==> src/rtl/pcss_link_pkg.sv <==
// pcss_link_pkg: definitions shared by the inter-chip link receiver and the
// future link transmitter.
//   - CHIPDATA_WIDTH_DEF / PKT_W_DEF : default beat and packet widths
//   - link_state_e                   : receiver handshake FSM states
//   - link_parity()                  : even-parity helper over a beat
package pcss_link_pkg;

    localparam int CHIPDATA_WIDTH_DEF = 16;
    localparam int PKT_W_DEF          = 64;

    // Widest beat the parity helper accepts. Narrower beats are zero-extended
    // by the caller, and zero-extension does not change the parity.
    localparam int LINK_MAX_W = 64;

    typedef enum logic {
        S_WAIT = 1'b0,
        S_ACK  = 1'b1
    } link_state_e;

    // Even parity of a beat: the bit the sender puts on the parity wire.
    function automatic logic link_parity(input logic [LINK_MAX_W-1:0] data);
        return ^data;
    endfunction

endpackage

==> src/rtl/chip_link_sync2.sv <==
// chip_link_sync2: two-flop synchronizer for a single level signal crossing
// into the clk domain. Both flops reset to 0.
//   clk   in   destination clock
//   rst_n in   asynchronous active-low reset
//   d     in   asynchronous level input
//   q     out  synchronized level, two clk edges after d
module chip_link_sync2 (
    input  logic clk,
    input  logic rst_n,
    input  logic d,
    output logic q
);

    logic meta;

    always_ff @(posedge clk or negedge rst_n) begin
        if (!rst_n) begin
            meta <= 1'b0;
            q    <= 1'b0;
        end else begin
            meta <= d;
            q    <= meta;
        end
    end

endmodule

==> src/rtl/chip_link_rx.sv <==
// chip_link_rx: inter-chip link receiver. It accepts CHIPDATA_WIDTH-bit beats
// over a four-phase handshake with even parity, assembles them MSB-first into
// one PKT_W-bit packet and offers the packet to the router over valid/ready.
// Packets that contain a parity-failed beat are dropped and counted.
//
// Optional feature macro: CHIP_LINK_RX_SYNC_EN. When defined, recv_data_valid
// goes through a 2-flop synchronizer. recv_data_in and recv_data_par are
// sampled directly because the sender holds them stable while valid is high.
//
// Ports:
//   clk, rst_n       clock, asynchronous active-low reset
//   recv_data_in     link beat
//   recv_data_valid  sender request (four-phase)
//   recv_data_par    even parity of recv_data_in
//   recv_data_ready  acknowledge (registered)
//   recv_data_err    parity fail for the beat being acknowledged (registered)
//   pkt_out          assembled packet, beat 0 in the top CHIPDATA_WIDTH bits
//   pkt_valid        packet available
//   pkt_ready        router accepts packet
//   err_cnt          saturating count of dropped packets
//   fsm_state        current handshake FSM state (observability)
//
// Handshake rules:
//   Link side (four-phase): the sender raises valid with data and parity held
//   stable. The receiver raises ready. The sender drops valid, and the
//   receiver then drops ready. A beat is consumed on the S_WAIT->S_ACK edge.
//   Router side (valid/ready): a packet transfers on every clock edge where
//   pkt_valid && pkt_ready. pkt_out is held stable while pkt_valid && !pkt_ready.
//
// PKT_W must be an integer multiple of CHIPDATA_WIDTH.
module chip_link_rx
    import pcss_link_pkg::*;
#(
    parameter int CHIPDATA_WIDTH = CHIPDATA_WIDTH_DEF,
    parameter int PKT_W          = PKT_W_DEF,
    parameter int ERR_CNT_W      = 8
) (
    input  logic                      clk,
    input  logic                      rst_n,
    input  logic [CHIPDATA_WIDTH-1:0] recv_data_in,
    input  logic                      recv_data_valid,
    input  logic                      recv_data_par,
    output logic                      recv_data_ready,
    output logic                      recv_data_err,
    output logic [PKT_W-1:0]          pkt_out,
    output logic                      pkt_valid,
    input  logic                      pkt_ready,
    output logic [ERR_CNT_W-1:0]      err_cnt,
    output link_state_e               fsm_state
);

    localparam int BEATS = PKT_W / CHIPDATA_WIDTH;
    localparam int BCW   = (BEATS > 1) ? $clog2(BEATS) : 1;
    localparam logic [BCW-1:0] LAST_BEAT = BCW'(BEATS - 1);

    logic vld_i;

`ifdef CHIP_LINK_RX_SYNC_EN
    chip_link_sync2 u_sync_valid (
        .clk   (clk),
        .rst_n (rst_n),
        .d     (recv_data_valid),
        .q     (vld_i)
    );
`else
    assign vld_i = recv_data_valid;
`endif

    link_state_e     state_q, state_d;
    logic [BCW-1:0]  beat_q, beat_d;
    logic [PKT_W-1:0] asm_q, asm_d;
    logic            bad_q, bad_d;
    logic            ready_q, ready_d;
    logic            err_q, err_d;

    logic            is_last;
    logic            out_blocked;
    logic            par_fail;
    logic [PKT_W-1:0] asm_shift;
    logic            load_pkt;
    logic            drop_pkt;

    assign is_last   = (beat_q == LAST_BEAT);
    // The output register only blocks the last beat. It does not block when
    // the router drains the held packet on the same edge.
    assign out_blocked = is_last && pkt_valid && !pkt_ready;
    assign par_fail  = link_parity(LINK_MAX_W'(recv_data_in)) ^ recv_data_par;
    assign asm_shift = (asm_q << CHIPDATA_WIDTH) | PKT_W'(recv_data_in);

    always_comb begin
        state_d  = state_q;
        beat_d   = beat_q;
        asm_d    = asm_q;
        bad_d    = bad_q;
        ready_d  = ready_q;
        err_d    = err_q;
        load_pkt = 1'b0;
        drop_pkt = 1'b0;

        case (state_q)
            S_WAIT: begin
                ready_d = 1'b0;
                err_d   = 1'b0;
                if (vld_i && !out_blocked) begin
                    state_d = S_ACK;
                    ready_d = 1'b1;
                    err_d   = par_fail;
                    asm_d   = asm_shift;
                    if (is_last) begin
                        // The packet is complete. Deliver it or drop it,
                        // and start the next packet with a clean flag.
                        bad_d = 1'b0;
                        if (bad_q || par_fail) begin
                            drop_pkt = 1'b1;
                        end else begin
                            load_pkt = 1'b1;
                        end
                    end else begin
                        bad_d = bad_q | par_fail;
                    end
                end
            end
            S_ACK: begin
                if (!vld_i) begin
                    state_d = S_WAIT;
                    ready_d = 1'b0;
                    err_d   = 1'b0;
                    beat_d  = is_last ? '0 : beat_q + 1'b1;
                end
            end
            default: begin
                state_d = S_WAIT;
                ready_d = 1'b0;
                err_d   = 1'b0;
            end
        endcase
    end

    always_ff @(posedge clk or negedge rst_n) begin
        if (!rst_n) begin
            state_q <= S_WAIT;
            beat_q  <= '0;
            asm_q   <= '0;
            bad_q   <= 1'b0;
            ready_q <= 1'b0;
            err_q   <= 1'b0;
        end else begin
            state_q <= state_d;
            beat_q  <= beat_d;
            asm_q   <= asm_d;
            bad_q   <= bad_d;
            ready_q <= ready_d;
            err_q   <= err_d;
        end
    end

    // One-entry output register. A load on the same edge as a drain replaces
    // the packet, so pkt_valid stays high.
    always_ff @(posedge clk or negedge rst_n) begin
        if (!rst_n) begin
            pkt_out   <= '0;
            pkt_valid <= 1'b0;
        end else begin
            if (load_pkt) begin
                pkt_out   <= asm_shift;
                pkt_valid <= 1'b1;
            end else if (pkt_valid && pkt_ready) begin
                pkt_valid <= 1'b0;
            end
        end
    end

    always_ff @(posedge clk or negedge rst_n) begin
        if (!rst_n) begin
            err_cnt <= '0;
        end else if (drop_pkt && (err_cnt != '1)) begin
            err_cnt <= err_cnt + 1'b1;
        end
    end

    assign recv_data_ready = ready_q;
    assign recv_data_err   = err_q;
    assign fsm_state       = state_q;

endmodule

==> config.mk <==
export PLATFORM = sky130hd
export DESIGN_NAME = chip_link_rx
export DESIGN_NICKNAME = d
export VERILOG_FILES = /design/src/rtl/pcss_link_pkg.sv /design/src/rtl/chip_link_sync2.sv /design/src/rtl/chip_link_rx.sv
export SDC_FILE = /design/constraint.sdc
export NUM_CORES = 1
export LEC_CHECK = 0
export ABC_AREA = 1
export BUFFER_PORTS_ARGS = -buffer_cell sky130_fd_sc_hd__buf_2
export CORE_UTILIZATION = 50
export DETAILED_ROUTE_END_ITERATION = 7
export PLACE_DENSITY = 0.85
export SLEW_MARGIN = 20
export SYNTH_ARGS = -nofsm -noshare
export SYNTH_HDL_FRONTEND = slang
export SYNTH_HIERARCHICAL = 1
export SYNTH_SLANG_ARGS = --single-unit
==> constraint.sdc <==
create_clock -name clk -period 4.5 [get_ports clk]
set_input_delay 0.9 -clock clk [delete_from_list [all_inputs] [get_ports clk]]
set_output_delay 0.9 -clock clk [all_outputs]
set_load 0.02 [all_outputs]
Yosys cells after proc, flatten, opt, wreduce, memory -nomap -nowiden --
Index checks and enable logic that the tools add are counted. W data, S select, Z words.
Storage, ports and cells: logic and storage cells 50, register bits after elaboration 127, output and inout bits 76, input port bits 21
Operators by class: eq/ne operators 3, bitwise operators 5, multiplexer cells 19, reductions and logical operators 12, $add $sub $neg 2
Operators with widths (number):
- $or A64 B16 Y64 | 1
- $reduce_xor A64 Y1 | 1
- $mux W1 | 15
- $add A8 B1 Y8 const B | 1
- $ne A8 B8 Y1 const B | 1
- $pmux W1 S2 | 3
- $logic_and A1 B1 Y1 | 5
- $reduce_and A2 Y1 | 2
- $add A2 B1 Y2 const B | 1
- $eq A2 B2 Y1 const B | 1
- $logic_not A1 Y1 | 2
- $mux W2 | 1
- $ne A2 B2 Y1 const B | 1
- $not A1 Y1 | 2
- $reduce_bool A2 Y1 | 1
- $logic_or A1 B1 Y1 | 1
- $or A1 B1 Y1 | 1
- $xor A1 B1 Y1 | 1

Longest topological paths before layout --
depth after elaboration 8, gate-level depth with buffers 16, depth with buffers taken out 15

Least setup slack after synthesis --
Ideal clock, no wire load.
path kind input -> register, start input port pkt_ready, end register err_cnt[3], required time 4.382 ns, stages on the path 9, data arrival time 1.956 ns, setup time 0.118 ns, setup slack 2.427 ns, cells stage by stage nor2_1 nand2_1 nand3_2 inv_2 nand2_1 a31oi_2 nand2_2 nand2_1 nand2_1
On the way: cells in the longest elaborated chain, start to end 7
Ends and longest elaborated chain:
- from (decl) | RTL line chip_link_rx.sv:47 | input logic pkt_ready,
- $logic_not A1 Y1 | RTL line chip_link_rx.sv:86 | assign out_blocked = is_last && pkt_valid && !pkt_ready;
- $logic_and A1 B1 Y1 | RTL line chip_link_rx.sv:86
- $logic_not A1 Y1 | RTL line chip_link_rx.sv:104 | if (vld_i && !out_blocked) begin
- $logic_and A1 B1 Y1 | RTL line chip_link_rx.sv:104
- $mux W1 | RTL line chip_link_rx.sv:104
- $mux W1 | RTL line chip_link_rx.sv:100 | case (state_q)
- $logic_and A1 B1 Y1 | RTL line chip_link_rx.sv:176 | end else if (drop_pkt && (err_cnt != '1)) begin
- to (signal assigned) | RTL line chip_link_rx.sv:177 | err_cnt <= err_cnt + 1'b1;
- to (decl) | RTL line chip_link_rx.sv:48 | output logic [ERR_CNT_W-1:0] err_cnt,
No other way between the ends. A chain may end at the register's enable or synchronous reset.

Worst setup path after layout --
start register beat_q[0], end register pkt_out[38]
On the way: cells in the longest elaborated chain, start to end 7
Ends and longest elaborated chain:
- from (decl) | RTL line chip_link_rx.sv:70 | logic [BCW-1:0] beat_q, beat_d;
- from (signal assigned) | RTL line chip_link_rx.sv:149 | beat_q <= beat_d;
- $eq A2 B2 Y1 (*) | RTL line chip_link_rx.sv:83 | assign is_last = (beat_q == LAST_BEAT);
- $logic_and A1 B1 Y1 (2 in series) | RTL line chip_link_rx.sv:86
- $logic_not A1 Y1 | RTL line chip_link_rx.sv:104
- $logic_and A1 B1 Y1 | RTL line chip_link_rx.sv:104
- $mux W1 (*) | RTL line chip_link_rx.sv:104
- $mux W1 (*) | RTL line chip_link_rx.sv:100
- to (signal assigned) | RTL line chip_link_rx.sv:165 | pkt_out <= asm_shift;
- to (decl) | RTL line chip_link_rx.sv:45 | output logic [PKT_W-1:0] pkt_out,
Every way passes the cells marked *; elsewhere a longest branch is shown, timed or not.

==> tab_implementation.tex <==
\begin{tabular}{lr}
\hline
Metric & Value \\
\hline
\multicolumn{2}{l}{\textbf{Flow run}} \\
Max-Cap Viols & 0 \\
\multicolumn{2}{l}{\textbf{CTS}} \\
Number of buffers inserted during clock tree synthesis & 17 \\
Clock tree from TritonCTS & built \\
Root buffer selected by CTS & sky130\_fd\_sc\_hd\_\_clkbuf\_8 \\
Count of hold buffers inserted by post-cts repair & 0 \\
Clock sinks & 127 \\
Clock latency on the worst-skew pair & 0.51 ns \\
Clock-pin slew on the worst setup and hold paths & 0.05 ns \\
Number of levels the H-tree was split into & 4 \\
Quantity of gates resized following cts & 0 \\
Number of setup buffers added after CTS & 0 \\
Bufs on Longest Clock Path & 2 \\
\multicolumn{2}{l}{\textbf{Drt}} \\
Number of optimization iterations in the first detailed-route pass & 5 \\
Average vias per placed instance & 5.43 \\
DRC viols & 0 \\
Number of routed nets with antenna violations & 0 \\
Final routed wirelength across all metal layers & 13.0 mm \\
Final routed wire length divided by cell count & 15.4 um \\
Initial detailed-routing violation count & 354 \\
Total number of vias & 4585 \\
\multicolumn{2}{l}{\textbf{Yosys}} \\
Ranking of synthesized cells by area & sky130\_fd\_sc\_hd\_\_dfrtp\_1 (58\%), sky130\_fd\_sc\_hd\_\_nand2\_1 (19\%), sky130\_fd\_sc\_hd\_\_nand4\_1 (7.3\%) \\
YS warnings & 6 \\
Count of distinct cell types in the synthesized netlist & 22 \\
Count of flip-flops with a built-in enable after synthesis & 0 \\
Average footprint of a synthesized cell & 8.90 um2 \\
Most common flop cell mapped by yosys & sky130\_fd\_sc\_hd\_\_dfrtp\_1 \\
Most frequent cells after synthesis & sky130\_fd\_sc\_hd\_\_nand2\_1 (276), sky130\_fd\_sc\_hd\_\_dfrtp\_1 (127), sky130\_fd\_sc\_hd\_\_nand4\_1 (64), sky130\_fd\_sc\_hd\_\_o21ai\_0 (30), sky130\_fd\_sc\_hd\_\_inv\_1 (24) \\
Register bit total from synthesis & 127 \\
Cell taking the most area after synthesis & sky130\_fd\_sc\_hd\_\_dfrtp\_1 \\
Post-Syn Instances & 613 \\
Post-synthesis cell area & 5460 um2 \\
Share of synthesized registers carrying an async set or reset & 100\% \\
Proportion of synthesized chip area in sequential cells & 58.2\% \\
Share of the synthesized area in the top cell type & 58.2\% \\
Cell with the most instances after synthesis & sky130\_fd\_sc\_hd\_\_nand2\_1 \\
Synth Net Count & 636 \\
\multicolumn{2}{l}{\textbf{Cells and area}} \\
Antenna Cells & 0 \\
Net total in the final layout & 721 \\
Area added between synthesis and finish & 18.0\% \\
Share of layout cells above drive strength 1 & 20.3\% \\
Filler cells & 904 \\
Area of the multi-input gates & 1950 um2 \\
Register area & 3180 um2 \\
Area of all placed cells without fillers & 6440 um2 \\
\multicolumn{2}{l}{\textbf{Die}} \\
Std-Cell Rows & 37 \\
Vertical die dimension & 106 um \\
Starting density of the core & 52.2\% \\
Die Footprint & 11300 um2 \\
Number of I/O pins & 97 \\
Chip Width & 106 um \\
Standard cell core area & 10500 um2 \\
\multicolumn{2}{l}{\textbf{GRT}} \\
Pin count of the biggest net entering global routing & 79 \\
Overall track demand over capacity in global routing & 24.7\% \\
Global-route wire length before repair & 21.8 mm \\
Vias in the first global route & 4475 \\
Antenna violations before repair & 0 \\
Overflow left after global routing & 0 \\
\multicolumn{2}{l}{\textbf{Timing}} \\
Sum of negative setup slack & 0 ns \\
Fin crit period & 2.75 ns \\
Endpoints failing hold & 0 \\
Least-Margin Pin Slew & 1.10 ns \\
Max-slew headroom & 26.8\% \\
Unrepaired setup endpoints after global routing & false \\
Worst clock skew on the final layout & 0.00750 ns \\
Number of pins exceeding their max-slew limit in the final report & 0 \\
Final setup vio count & 0 \\
Worst hold slack after final layout & 0.464 ns \\
Timing-limited maximum frequency & 364 MHz \\
Portion of the clock cycle consumed by the worst path in the final layout & 61.0\% \\
\multicolumn{2}{l}{\textbf{Worst setup path}} \\
Buffer and inverter count on the worst path & 3 \\
Startpoint type of the worst setup path & flop \\
Critical path's slowest cell & sky130\_fd\_sc\_hd\_\_inv\_2 \\
Arrival @ worst endpoint & 3.19 ns \\
Critical path depth & 9 \\
Worst path most repeated cell & sky130\_fd\_sc\_hd\_\_nand2\_1 \\
Critical Path, Cell by Cell & ha\_1 -> nand2\_1 -> nand3\_2 -> inv\_2 -> nand2\_1 -> inv\_2 -> buf\_4 -> nand4\_1 -> nand2\_1 \\
Start of the worst register-to-register path & beat\_q[0]\$\_DFFE\_PN0P\_ \\
Top Family by Delay on Critical Path & buffers and inverters \\
Biggest fanout along the worst timing path & 48 \\
Setup slack of the worst register-to-register path & 1.75 ns \\
Register-to-Register Path Depth & 9 \\
Critical setup path kind & flop to flop \\
Worst Path Required & 4.94 ns \\
FF-to-FF End & pkt\_out[38]\$\_DFFE\_PN0P\_ \\
Crit path capture type & flop \\
Worst path max stage delay & 0.51 ns \\
\multicolumn{2}{l}{\textbf{Power}} \\
Largest voltage drop on the vdd net & 350 uV \\
Leakage dissipation & 3.66 nW \\
Power density normalized to cell area & 631 nW/um2 \\
Tot Pwr & 4.07 mW \\
\multicolumn{2}{l}{\textbf{Hold path}} \\
Worst Hold Depth & 2 \\
End of the worst hold path & pkt\_out[34]\$\_DFFE\_PN0P\_ \\
HP Class & flop to flop \\
Origin of the worst min-delay path & pkt\_out[34]\$\_DFFE\_PN0P\_ \\
\multicolumn{2}{l}{\textbf{Status}} \\
Result of the run & finished clean \\
\multicolumn{2}{l}{\textbf{Placed design}} \\
DPL Wire Length & 8.66 mm \\
IO buf count & 96 \\
Final Wtd Congestion & 0.825 \\
Cell area reported after detailed placement & 5940 um2 \\
\hline
\end{tabular}
kinds of logic after synthesis:
group / synth area share [%]
xor+xnor: 2.89
flops: 58.2
compound gates: 3.21
fa+ha+maj: 0.458
mux: 0.206
simple gates: 29.0
buf+inv: 6.01
per-layer routing:
layer  part of all wire [%]  track usage (%)
met1                     42             33.0
met2                     49             39.5
met3                    6.6             5.46
met4                    2.1             9.30
met5                      0                0
worst register-to-register path: stages (launching register included):
cell and delay [ns]:
sky130_fd_sc_hd__dfrtp_1 0.39, sky130_fd_sc_hd__ha_1 0.24, sky130_fd_sc_hd__nand2_1 0.09, sky130_fd_sc_hd__nand3_2 0.08
sky130_fd_sc_hd__inv_2 0.52, sky130_fd_sc_hd__nand2_1 0.23, sky130_fd_sc_hd__inv_2 0.31, sky130_fd_sc_hd__buf_4 0.47
sky130_fd_sc_hd__nand4_1 0.22, sky130_fd_sc_hd__nand2_1 0.14
power breakdown:
group | total [mW] | internal [mW] | switching [mW]
clock network | 1.17 | 0.702 | 0.467
registers | 1.73 | 1.49 | 0.239
logic | 1.17 | 0.342 | 0.824
flip-flops by register name (all words and copies together), names as in the netlist:
signal / flops
asm_q: 48
bad_q: 1
beat_q: 2
err_cnt: 8
fsm_state: 1
pkt_out: 64
pkt_valid: 1
recv_data_err: 1
recv_data_ready: 1
worst max path at each step:
stage / from / to / slack, ns
final: beat_q[0]$_DFFE_PN0P_ / pkt_out[38]$_DFFE_PN0P_ / 1.75
after global routing: beat_q[0]$_DFFE_PN0P_ / pkt_out[49]$_DFFE_PN0P_ / 1.54
after CTS: beat_q[0]$_DFFE_PN0P_ / pkt_out[38]$_DFFE_PN0P_ / 1.77
after detailed placement: pkt_ready / pkt_out[20]$_DFFE_PN0P_ / 1.42
after global placement: pkt_ready / pkt_out[20]$_DFFE_PN0P_ / 1.54
after floorplan: pkt_ready / err_cnt[3]$_DFFE_PN0P_ / 2.43
metrics by stage:
step	cells	setup slack [ns]	util (%)
2_1_floorplan	613	2.43	-
3_3_place_gp	815	1.54	56.8
3_5_place_dp	815	1.42	56.8
4_1_cts	844	1.77	61.6
5_1_grt	844	1.54	61.6
6_report	844	1.75	61.6
final cells by class:
cell class / instances / area share, %
Sequential cell: 127 / 49.3
Multi-Input combinational cell: 421 / 30.3
Timing Repair Buffer: 103 / 8.31
Clock buffer: 21 / 7.13
Tap cell: 136 / 2.64
Inverter: 28 / 1.63
Clock inverter: 8 / 0.660
cells in the final DEF (no fill, tap or decap), types with 2 or more instances in the layout:
master,netlist,final
sky130_fd_sc_hd__clkbuf_16,0,16
sky130_fd_sc_hd__xnor2_1,11,11
sky130_fd_sc_hd__buf_4,6,8
sky130_fd_sc_hd__inv_1,24,22
sky130_fd_sc_hd__nand4_1,64,64
sky130_fd_sc_hd__nand2_1,276,276
sky130_fd_sc_hd__o21ai_0,30,30
sky130_fd_sc_hd__clkinv_2,0,7
sky130_fd_sc_hd__clkbuf_8,0,4
sky130_fd_sc_hd__nor2_1,2,2
sky130_fd_sc_hd__dfrtp_1,127,127
sky130_fd_sc_hd__buf_2,7,95
sky130_fd_sc_hd__nand3_1,20,20
sky130_fd_sc_hd__ha_1,2,2
sky130_fd_sc_hd__xor2_1,7,7
sky130_fd_sc_hd__inv_2,4,6
sky130_fd_sc_hd__nand3_2,2,2
sky130_fd_sc_hd__nand2_2,3,3
(Power assumes the default switching activity.)
